File: src/rtl/id_stage.sv
`default_nettype none
// ============================================================================
// Module      : id_stage
// Description : MIPS-subset instruction-decode stage. Holds the IF/ID
//               register and a 32x32 register file with write-through,
//               resolves beq in ID, detects load-use and branch hazards,
//               and drives a registered ID/EX bundle to execute.
// Revision    : 1.0 - initial release
// ============================================================================
module id_stage #(
    parameter logic [31:0] NOP_WORD = 32'h00000000,
    parameter logic [31:0] REG_INIT = 32'h00000000
) (
    input  logic        clk,
    input  logic        reset,
    input  logic [31:0] instruction,
    input  logic [31:0] if_pc_plus4,
    input  logic        wb_we,
    input  logic [4:0]  wb_addr,
    input  logic [31:0] wb_data,
    input  logic        mem_reg_write,
    input  logic [4:0]  mem_dest,
    output logic        pc_stall,
    output logic        branch_taken,
    output logic [31:0] branch_target,
    output logic [31:0] ex_rs_data,
    output logic [31:0] ex_rt_data,
    output logic [31:0] ex_imm,
    output logic [4:0]  ex_rs,
    output logic [4:0]  ex_rt,
    output logic [4:0]  ex_dest,
    output logic [2:0]  ex_alu_op,
    output logic        ex_alu_src,
    output logic        ex_mem_read,
    output logic        ex_mem_write,
    output logic        ex_reg_write,
    output logic        ex_mem_to_reg
);

    localparam logic [5:0] c_op_rtype = 6'b000000;
    localparam logic [5:0] c_op_lw    = 6'b100011;
    localparam logic [5:0] c_op_sw    = 6'b101011;
    localparam logic [5:0] c_op_addi  = 6'b001000;
    localparam logic [5:0] c_op_beq   = 6'b000100;

    localparam logic [5:0] c_fn_add = 6'b100000;
    localparam logic [5:0] c_fn_sub = 6'b100010;
    localparam logic [5:0] c_fn_and = 6'b100100;
    localparam logic [5:0] c_fn_or  = 6'b100101;
    localparam logic [5:0] c_fn_slt = 6'b101010;

    // IF/ID register, register file and ID/EX register
    logic [31:0] ifid_instr_q, ifid_instr_d;
    logic [31:0] ifid_pc_q,    ifid_pc_d;
    logic [31:0] regs_q [32];
    logic [31:0] regs_d [32];

    logic [31:0] ex_rs_data_q, ex_rs_data_d;
    logic [31:0] ex_rt_data_q, ex_rt_data_d;
    logic [31:0] ex_imm_q,     ex_imm_d;
    logic [4:0]  ex_rs_q,      ex_rs_d;
    logic [4:0]  ex_rt_q,      ex_rt_d;
    logic [4:0]  ex_dest_q,    ex_dest_d;
    logic [2:0]  ex_alu_op_q,  ex_alu_op_d;
    logic        ex_alu_src_q, ex_alu_src_d;
    logic        ex_mem_read_q,  ex_mem_read_d;
    logic        ex_mem_write_q, ex_mem_write_d;
    logic        ex_reg_write_q, ex_reg_write_d;
    logic        ex_mem_to_reg_q, ex_mem_to_reg_d;

    // Instruction fields
    logic [5:0]  w_opcode, w_funct;
    logic [4:0]  w_rs, w_rt, w_rd;
    logic [31:0] w_imm;

    assign w_opcode = ifid_instr_q[31:26];
    assign w_rs     = ifid_instr_q[25:21];
    assign w_rt     = ifid_instr_q[20:16];
    assign w_rd     = ifid_instr_q[15:11];
    assign w_funct  = ifid_instr_q[5:0];
    assign w_imm    = {{16{ifid_instr_q[15]}}, ifid_instr_q[15:0]};

    // Decoded controls
    logic [2:0] w_alu_op;
    logic       w_alu_src, w_mem_read, w_mem_write, w_reg_write, w_mem_to_reg;
    logic [4:0] w_dest;
    logic       w_is_beq, w_reads_rt;

    // Decode the IF/ID word; anything unrecognised becomes a bubble
    always_comb begin
        w_alu_op     = 3'b000;
        w_alu_src    = 1'b0;
        w_mem_read   = 1'b0;
        w_mem_write  = 1'b0;
        w_reg_write  = 1'b0;
        w_mem_to_reg = 1'b0;
        w_dest       = 5'd0;
        w_is_beq     = 1'b0;
        w_reads_rt   = 1'b0;
        case (w_opcode)
            c_op_rtype: begin
                w_reads_rt  = 1'b1;
                w_reg_write = 1'b1;
                w_dest      = w_rd;
                case (w_funct)
                    c_fn_add: w_alu_op = 3'b000;
                    c_fn_sub: w_alu_op = 3'b001;
                    c_fn_and: w_alu_op = 3'b010;
                    c_fn_or:  w_alu_op = 3'b011;
                    c_fn_slt: w_alu_op = 3'b100;
                    default: begin
                        w_reg_write = 1'b0;
                        w_dest      = 5'd0;
                    end
                endcase
            end
            c_op_lw: begin
                w_alu_src    = 1'b1;
                w_mem_read   = 1'b1;
                w_mem_to_reg = 1'b1;
                w_reg_write  = 1'b1;
                w_dest       = w_rt;
            end
            c_op_sw: begin
                w_alu_src   = 1'b1;
                w_mem_write = 1'b1;
                w_reads_rt  = 1'b1;
            end
            c_op_addi: begin
                w_alu_src   = 1'b1;
                w_reg_write = 1'b1;
                w_dest      = w_rt;
            end
            c_op_beq: begin
                w_is_beq   = 1'b1;
                w_reads_rt = 1'b1;
            end
            default: ;
        endcase
    end

    // Register read with r0 hard-wired to zero and write-through bypass
    logic [31:0] w_rs_data, w_rt_data;
    assign w_rs_data = (w_rs == 5'd0) ? 32'd0 :
                       (wb_we && (wb_addr == w_rs)) ? wb_data : regs_q[w_rs];
    assign w_rt_data = (w_rt == 5'd0) ? 32'd0 :
                       (wb_we && (wb_addr == w_rt)) ? wb_data : regs_q[w_rt];

    // Hazard detection against the instruction currently in EX (and MEM for beq)
    logic w_load_use, w_br_haz, w_rs_busy, w_rt_busy;
    always_comb begin
        w_load_use = ex_mem_read_q && (ex_dest_q != 5'd0) &&
                     ((ex_dest_q == w_rs) || (w_reads_rt && (ex_dest_q == w_rt)));
        w_rs_busy  = (w_rs != 5'd0) &&
                     ((ex_reg_write_q && (ex_dest_q == w_rs)) ||
                      (mem_reg_write && (mem_dest == w_rs)));
        w_rt_busy  = (w_rt != 5'd0) &&
                     ((ex_reg_write_q && (ex_dest_q == w_rt)) ||
                      (mem_reg_write && (mem_dest == w_rt)));
        w_br_haz   = w_is_beq && (w_rs_busy || w_rt_busy);
    end

    assign pc_stall      = w_load_use | w_br_haz;
    assign branch_taken  = w_is_beq && (w_rs_data == w_rt_data) && !pc_stall;
    assign branch_target = ifid_pc_q + (w_imm << 2);

    // IF/ID next state: flush on taken branch, hold on stall, else advance
    always_comb begin
        ifid_instr_d = instruction;
        ifid_pc_d    = if_pc_plus4;
        if (branch_taken) begin
            ifid_instr_d = NOP_WORD;
        end else if (pc_stall) begin
            ifid_instr_d = ifid_instr_q;
            ifid_pc_d    = ifid_pc_q;
        end
    end

    // Register-file write port; r0 is never written
    always_comb begin
        regs_d = regs_q;
        if (wb_we && (wb_addr != 5'd0)) begin
            regs_d[wb_addr] = wb_data;
        end
    end

    // ID/EX next state: stall inserts a bubble (controls and dest cleared)
    always_comb begin
        ex_rs_data_d    = w_rs_data;
        ex_rt_data_d    = w_rt_data;
        ex_imm_d        = w_imm;
        ex_rs_d         = w_rs;
        ex_rt_d         = w_rt;
        ex_dest_d       = w_dest;
        ex_alu_op_d     = w_alu_op;
        ex_alu_src_d    = w_alu_src;
        ex_mem_read_d   = w_mem_read;
        ex_mem_write_d  = w_mem_write;
        ex_reg_write_d  = w_reg_write;
        ex_mem_to_reg_d = w_mem_to_reg;
        if (pc_stall) begin
            ex_dest_d       = 5'd0;
            ex_alu_op_d     = 3'b000;
            ex_alu_src_d    = 1'b0;
            ex_mem_read_d   = 1'b0;
            ex_mem_write_d  = 1'b0;
            ex_reg_write_d  = 1'b0;
            ex_mem_to_reg_d = 1'b0;
        end
    end

    // State update; reset discards pipeline contents and any pending write-back
    always_ff @(posedge clk) begin
        if (!reset) begin
            ifid_instr_q    <= NOP_WORD;
            ifid_pc_q       <= 32'd0;
            for (int i = 0; i < 32; i++) regs_q[i] <= REG_INIT;
            ex_rs_data_q    <= 32'd0;
            ex_rt_data_q    <= 32'd0;
            ex_imm_q        <= 32'd0;
            ex_rs_q         <= 5'd0;
            ex_rt_q         <= 5'd0;
            ex_dest_q       <= 5'd0;
            ex_alu_op_q     <= 3'b000;
            ex_alu_src_q    <= 1'b0;
            ex_mem_read_q   <= 1'b0;
            ex_mem_write_q  <= 1'b0;
            ex_reg_write_q  <= 1'b0;
            ex_mem_to_reg_q <= 1'b0;
        end else begin
            ifid_instr_q    <= ifid_instr_d;
            ifid_pc_q       <= ifid_pc_d;
            regs_q          <= regs_d;
            ex_rs_data_q    <= ex_rs_data_d;
            ex_rt_data_q    <= ex_rt_data_d;
            ex_imm_q        <= ex_imm_d;
            ex_rs_q         <= ex_rs_d;
            ex_rt_q         <= ex_rt_d;
            ex_dest_q       <= ex_dest_d;
            ex_alu_op_q     <= ex_alu_op_d;
            ex_alu_src_q    <= ex_alu_src_d;
            ex_mem_read_q   <= ex_mem_read_d;
            ex_mem_write_q  <= ex_mem_write_d;
            ex_reg_write_q  <= ex_reg_write_d;
            ex_mem_to_reg_q <= ex_mem_to_reg_d;
        end
    end

    assign ex_rs_data    = ex_rs_data_q;
    assign ex_rt_data    = ex_rt_data_q;
    assign ex_imm        = ex_imm_q;
    assign ex_rs         = ex_rs_q;
    assign ex_rt         = ex_rt_q;
    assign ex_dest       = ex_dest_q;
    assign ex_alu_op     = ex_alu_op_q;
    assign ex_alu_src    = ex_alu_src_q;
    assign ex_mem_read   = ex_mem_read_q;
    assign ex_mem_write  = ex_mem_write_q;
    assign ex_reg_write  = ex_reg_write_q;
    assign ex_mem_to_reg = ex_mem_to_reg_q;

endmodule
`default_nettype wire

File: config.mk
export PLATFORM = sky130hd
export DESIGN_NAME = id_stage
export DESIGN_NICKNAME = d
export VERILOG_FILES = /design/src/rtl/id_stage.sv
export SDC_FILE = /design/constraint.sdc
export NUM_CORES = 2
export LEC_CHECK = 0
export ABC_AREA = 1
export ABC_CLOCK_PERIOD_IN_PS = 6700
export CAP_MARGIN = 20
export CORE_MARGIN = 4
export CORE_UTILIZATION = 30
export CTS_CLUSTER_SIZE = 10
export DETAILED_ROUTE_END_ITERATION = 10
export PLACE_DENSITY = 0.44
export SLEW_MARGIN = 20
export SYNTH_ARGS = -nofsm -noshare
export SYNTH_HDL_FRONTEND = slang
export SYNTH_SLANG_ARGS = --single-unit
File: constraint.sdc
create_clock -name clk -period 6.7 [get_ports clk]
set_clock_uncertainty 0.1 [all_clocks]
set_input_delay 2.01 -clock clk [delete_from_list [all_inputs] [get_ports clk]]
set_output_delay 2.01 -clock clk [all_outputs]
set_load 0.02 [all_outputs]
Word level (Yosys, flattened, before mapping)
Index checks and enable logic that the tools add are counted.
W data, S select, Z words.
{"block": "word_totals", "register_bits": 1190, "input_bits": 110, "output_inout_bits": 153, "elab_cells": 133}
{"block": "classes", "n_addsub": 1, "magnitude_cmp": 4, "eq_ne": 17, "n_mux": 25, "bitwise": 6, "reduce_logical": 35}
{"op": "$bwmux W1024", "n": 1}
{"op": "$mux W32", "n": 11}
{"op": "$bmux W32 S5", "n": 2}
{"op": "$demux W32 S5", "n": 1}
{"op": "$eq A6 B6 Y1 const B", "n": 7}
{"op": "$add A32 B32 Y32", "n": 1}
{"op": "$eq A32 B32 Y1", "n": 1}
{"op": "$eq A5 B5 Y1", "n": 6}
{"op": "$reduce_bool A5 Y1", "n": 4}
{"op": "$ge A6 B6 Y1 const B", "n": 3}
{"op": "$not A5 Y6", "n": 3}
{"op": "$logic_and A1 B1 Y1", "n": 16}
{"op": "$pmux W3 S4", "n": 1}
{"op": "$logic_not A5 Y1", "n": 2}
{"op": "$pmux W5 S2", "n": 1}
{"op": "$reduce_or A3 Y1", "n": 3}
{"op": "$eq A6 B3 Y1 const B", "n": 1}
{"op": "$eq A6 B4 Y1 const B", "n": 1}
{"op": "$logic_not A6 Y1", "n": 1}
{"op": "$lt A6 B1 Y1 const B", "n": 1}
{"op": "$mux W1", "n": 6}
{"op": "$reduce_or A2 Y1", "n": 3}
{"op": "$mux W5", "n": 1}
{"op": "$reduce_or A5 Y1", "n": 1}
{"op": "6 further kinds", "n": 10}

Logic depth before layout (Yosys ltp)
{"block": "logic_depth", "depth_word": 10, "depth_mapped": 23, "ltp_nobuf": 19}

Worst setup path after synthesis
OpenSTA, ideal clock, no wires.
{"block": "synth_path", "kind": "input -> output", "start": "in wb_addr[2]", "end": "out branch_taken", "arrival_time_ps": 3682, "required_time_ps": 4590, "path_slack_ps": 908, "path_stages": 13, "path_buffers": 2, "cell_sequence": "inv_1 -> o22ai_1 -> nor2_1 -> nand3_2 -> buf_4 -> buf_2 -> a21oi_1 -> nor2_1 -> nor2_1 -> nand2_1 -> nor2_1 -> nand3_1 -> nor2_1"}
{"block": "synth_between", "elab_chain_cells": 7, "elab_cells_between_ends": 11, "cone_classes": "3 x eq/ne; 4 x mux; 4 x reduce/logical"}
{"item": "start, declared", "line_no": "19", "rtl": "input logic [4:0] wb_addr,"}
{"item": "$eq A5 B5 Y1 (on tied branches)", "line_no": "145, 147"}
{"item": "$logic_and A1 B1 Y1 (on tied branches)", "line_no": "145, 147"}
{"item": "$mux W32 (on tied branches)", "line_no": "145, 147"}
{"item": "$mux W32 (on tied branches)", "line_no": "144, 146"}
{"item": "$eq A32 B32 Y1 *", "line_no": "164", "rtl": "assign branch_taken = w_is_beq && (w_rs_data == w_rt_data) && !pc_stall;"}
{"item": "$logic_and A1 B1 Y1 * (2 in a row)", "line_no": "164"}
{"item": "end, declared", "line_no": "24", "rtl": "output logic branch_taken,"}
Mark *: on every way between the ends. The rest lies on a longest branch, timed or not.

Final worst setup path
{"block": "layout_path", "start": "in wb_we", "end": "out branch_taken"}
{"block": "layout_between", "elab_chain_cells": 6, "elab_cells_between_ends": 9, "cone_classes": "1 x eq/ne; 4 x mux; 4 x reduce/logical"}
{"item": "start, declared", "line_no": "18", "rtl": "input logic wb_we,"}
{"item": "$logic_and A1 B1 Y1 (on tied branches)", "line_no": "145, 147"}
{"item": "$mux W32 (on tied branches)", "line_no": "145, 147"}
{"item": "$mux W32 (on tied branches)", "line_no": "144, 146"}
{"item": "$eq A32 B32 Y1 *", "line_no": "164"}
{"item": "$logic_and A1 B1 Y1 * (2 in a row)", "line_no": "164"}
Marks and branches as above.

==> impl_results.md <==
* Outcome: complete, no violations
* Netlist Area Pre-Place at 63180 sq um
* Main combinational cell family by area after synthesis: compound AO/OA/AOI/OAI gates
* Commonest cells after routing, fill and taps aside: 1563 x nand2_1, 1287 x o21ai_0, 1180 x dfxtp_1
* HP Class: flop to flop
* Vias at 66790
* Drt total wl at 307300 um
* CTS Hold Bufs at 0
* Worst Setup End Kind: primary output
* Max cap viols at 0
* Layout Cells excl Fill at 12290
* Clock root buffer: clkbuf_16
* Post-Synth Simple-Gate Area at 0.2362
* CTS tree: done
* WP data arrival at about 4.4 ns
* Die X at approximately 470 um
* Final Max Slew Viols at 0
* Peak Freq at 153.4 MHz
* Initial Util at 0.3015
* Die height at 466.9 um
* Top cell type's share of synthesized area at 0.3771
* Final ANT Viol Nets at 0
* Post-route cell area at 73290 sq um
* Largest area contributor in the netlist: dfxtp_1
* Seq cells post-synth at 1190
* Static Leak at 29.01 nW
* Unique masters post-synth at 42
* Hold_ws at 0.3237 ns
* Crit path kind: input port to primary output
* Via-to-Cell Ratio at 5.434
* Avg WL per Cell at 25.01 um
* Storage cell area at 23860 sq um
* First-pass GRT wire length at between 400000 and 500000 um
* Adder-Cell Fraction of Synth Area at 0.006060
* Remaining DRCs at 0
* Initial DRC count at 7383
* Final hold viol count at 0
* Latest clock arrival within the worst-skew pair at a little over 0.8 ns
* Clk buf depth at 3
* Tcrit/Tclk final at 0.9731
* Vias in the first global route at 61720
* Hold depth at 2
* Layout cell share with drive strength beyond 1 at 0.06954
* Maximum fanout along the worst path at 7
* Max_slew headroom at 0.2377
* Initial antenna violation count at 26
* Ys flop type: dfxtp_1
* Fillers at 22530
* Top cells by area, synth: dfxtp_1 38%, o21ai_0 10%, nand2_1 9.3%
* I/O Pins at 263
* Clock H-tree levels at 4
* Mux share of post-synthesis cell area at 0.002218
* Synth-to-Final Area Change at 16.00%
* Syn Area/Cell at 6.617 sq um
* Post-synth EDFFs at 0
* Global Route Usage Sum at 0.2710
* Synth Area in XOR/XNOR at 0.004990
* Biggest register: regs_q
* Core Region at 209600 sq um
* Synth Instances at 9548
* Quantity of I/O buffers inserted on ports at 262
* Largest net degree at the start of global routing at 221
* Global route overflow at 0
* Worst slew pin tran at 1.143 ns
* Setup violators final at 0
* Post-DP Area at 68420 sq um
* # nets final at ~9500
* Routability cong. at ~0.92
* Compound-cell area share of the yosys netlist at 0.2574
* Post-Syn Nets at 9688
* First-pass DRT Iterations at 6
* PD cells at 247.6 nW/um^2
* Worst VDD drop at 0.0002852 V
* Worst reg-to-reg path cell count at 21
* Area of the multi-input gates at roughly 32000 sq um
* Most common cell after layout, fill and taps aside: nand2_1
* Die area at 218000 sq um
* Site row count at 168
* Clock buffer count from CTS at around 150
* Post-synth ARST share at 0
* Critical path startpoint category: input port
* RSZ-0062 raised after global routing: no
* Sequential area share after synthesis at 0.3771
* Post-layout util at 0.3497
* Cell count after placement at around 12000
* Clk sinks at around 1200
* Yosys Warn Count at 0
* Critical Path RT at approximately 4.6 ns
* Reg clk slew, reported paths at 0.05 ns
* Hpwl dp at 187700 um
* Largest register FFs at 1024
* Min cycle time layout at between 6 and 7 ns
* Worst reg-to-reg setup slack at 2.31 ns
-- final cells by class --
class / count / area share
well taps: 2805 / 0.04788
multi-input cells: 6602 / 0.4403
repair buffers: 591 / 0.07955
diodes: 8 / 0.0002731
flip-flops and latches: 1190 / 0.3255
inverters: 851 / 0.04416
clock inverters: 18 / 0.002868
clock buffers: 225 / 0.05937
-- Yosys cell counts (21+ instances only) --
master	instances
nand2_1	1566
or2_2	46
nand3_1	1065
buf_4	47
a21oi_1	1074
ha_1	29
nor2_1	834
o211ai_1	539
o21ai_0	1295
buf_1	70
xor2_1	23
inv_1	821
o21ai_1	21
buf_2	279
buf_6	29
dfxtp_1	1190
clkbuf_1	480
-- metrics by stage --
stage	power (W)	setup TNS [ns]	setup WS [ns]
after floorplan	0.009079	0	0.9080
after global placement	0.01036	-0.2646	-0.2646
after detailed placement	0.01036	-0.2296	-0.2296
after CTS	0.01826	0	0.01513
after global routing	0.01880	0	0.01096
final	0.01815	0	0.1801
-- critical path: stages --
cell           delay, ns
dlygate4sd2_1       0.26
nand2_2             0.12
inv_2               0.05
nand2_1             0.06
o21ai_2             0.07
buf_4               0.17
nand3_4             0.08
buf_12              0.16
buf_12              0.15
buf_4               0.11
nand3_1             0.09
nand2_1             0.15
nand2_1             0.08
nand2_1             0.09
nand2_1             0.05
nor2_1              0.09
nand2_1             0.05
nor2_1              0.11
nand2_1             0.11
nor2_4              0.19
buf_6               0.14
-- worst paths after layout --
check	to	from
setup reg to reg	ifid_instr_q[21]$_SDFFE_PP0N_	ifid_instr_q[18]$_SDFFE_PP0N_
setup / recovery	branch_taken	wb_we
hold / removal	regs_q[1016]$_SDFFE_PN0P_	regs_q[1016]$_SDFFE_PN0P_
hold reg to reg	regs_q[1016]$_SDFFE_PN0P_	regs_q[1016]$_SDFFE_PN0P_
-- layer usage --
layer,vias up,routed length [um],share of wire,track usage
met5,-,98,0.00032,0
met4,16,11760,0.038,0.09657
met3,554,26410,0.086,0.05537
met2,2861,131900,0.43,0.4130
met1,31740,137100,0.45,0.3776
li1,31620,-,-,-
-- power breakdown --
part	switching (W)	internal, W
registers	0.0000986	0.00722
clock network	0.00334	0.00452
logic	0.00204	0.000920
total	0.00548	0.0127
-- cells by family (layout without fill, tap and decap cells) --
group,Yosys count,in the layout
adders and majority gates,30,30
xor gates and xnor gates,36,36
and+or+nand+nor,3557,3557
buffers and inverters,1756,1685
AOI/OAI and AO/OA,2965,2965
other,0,8
muxes,14,14
DFF,1190,1190
-- repair_timing --
action,in CTS,in global routing
pin swaps,9,2
setup buffers,4,3
resized for setup,32,19
setup endpoints to repair,3,4
cloned,4,0
(Power assumes the default switching activity.)
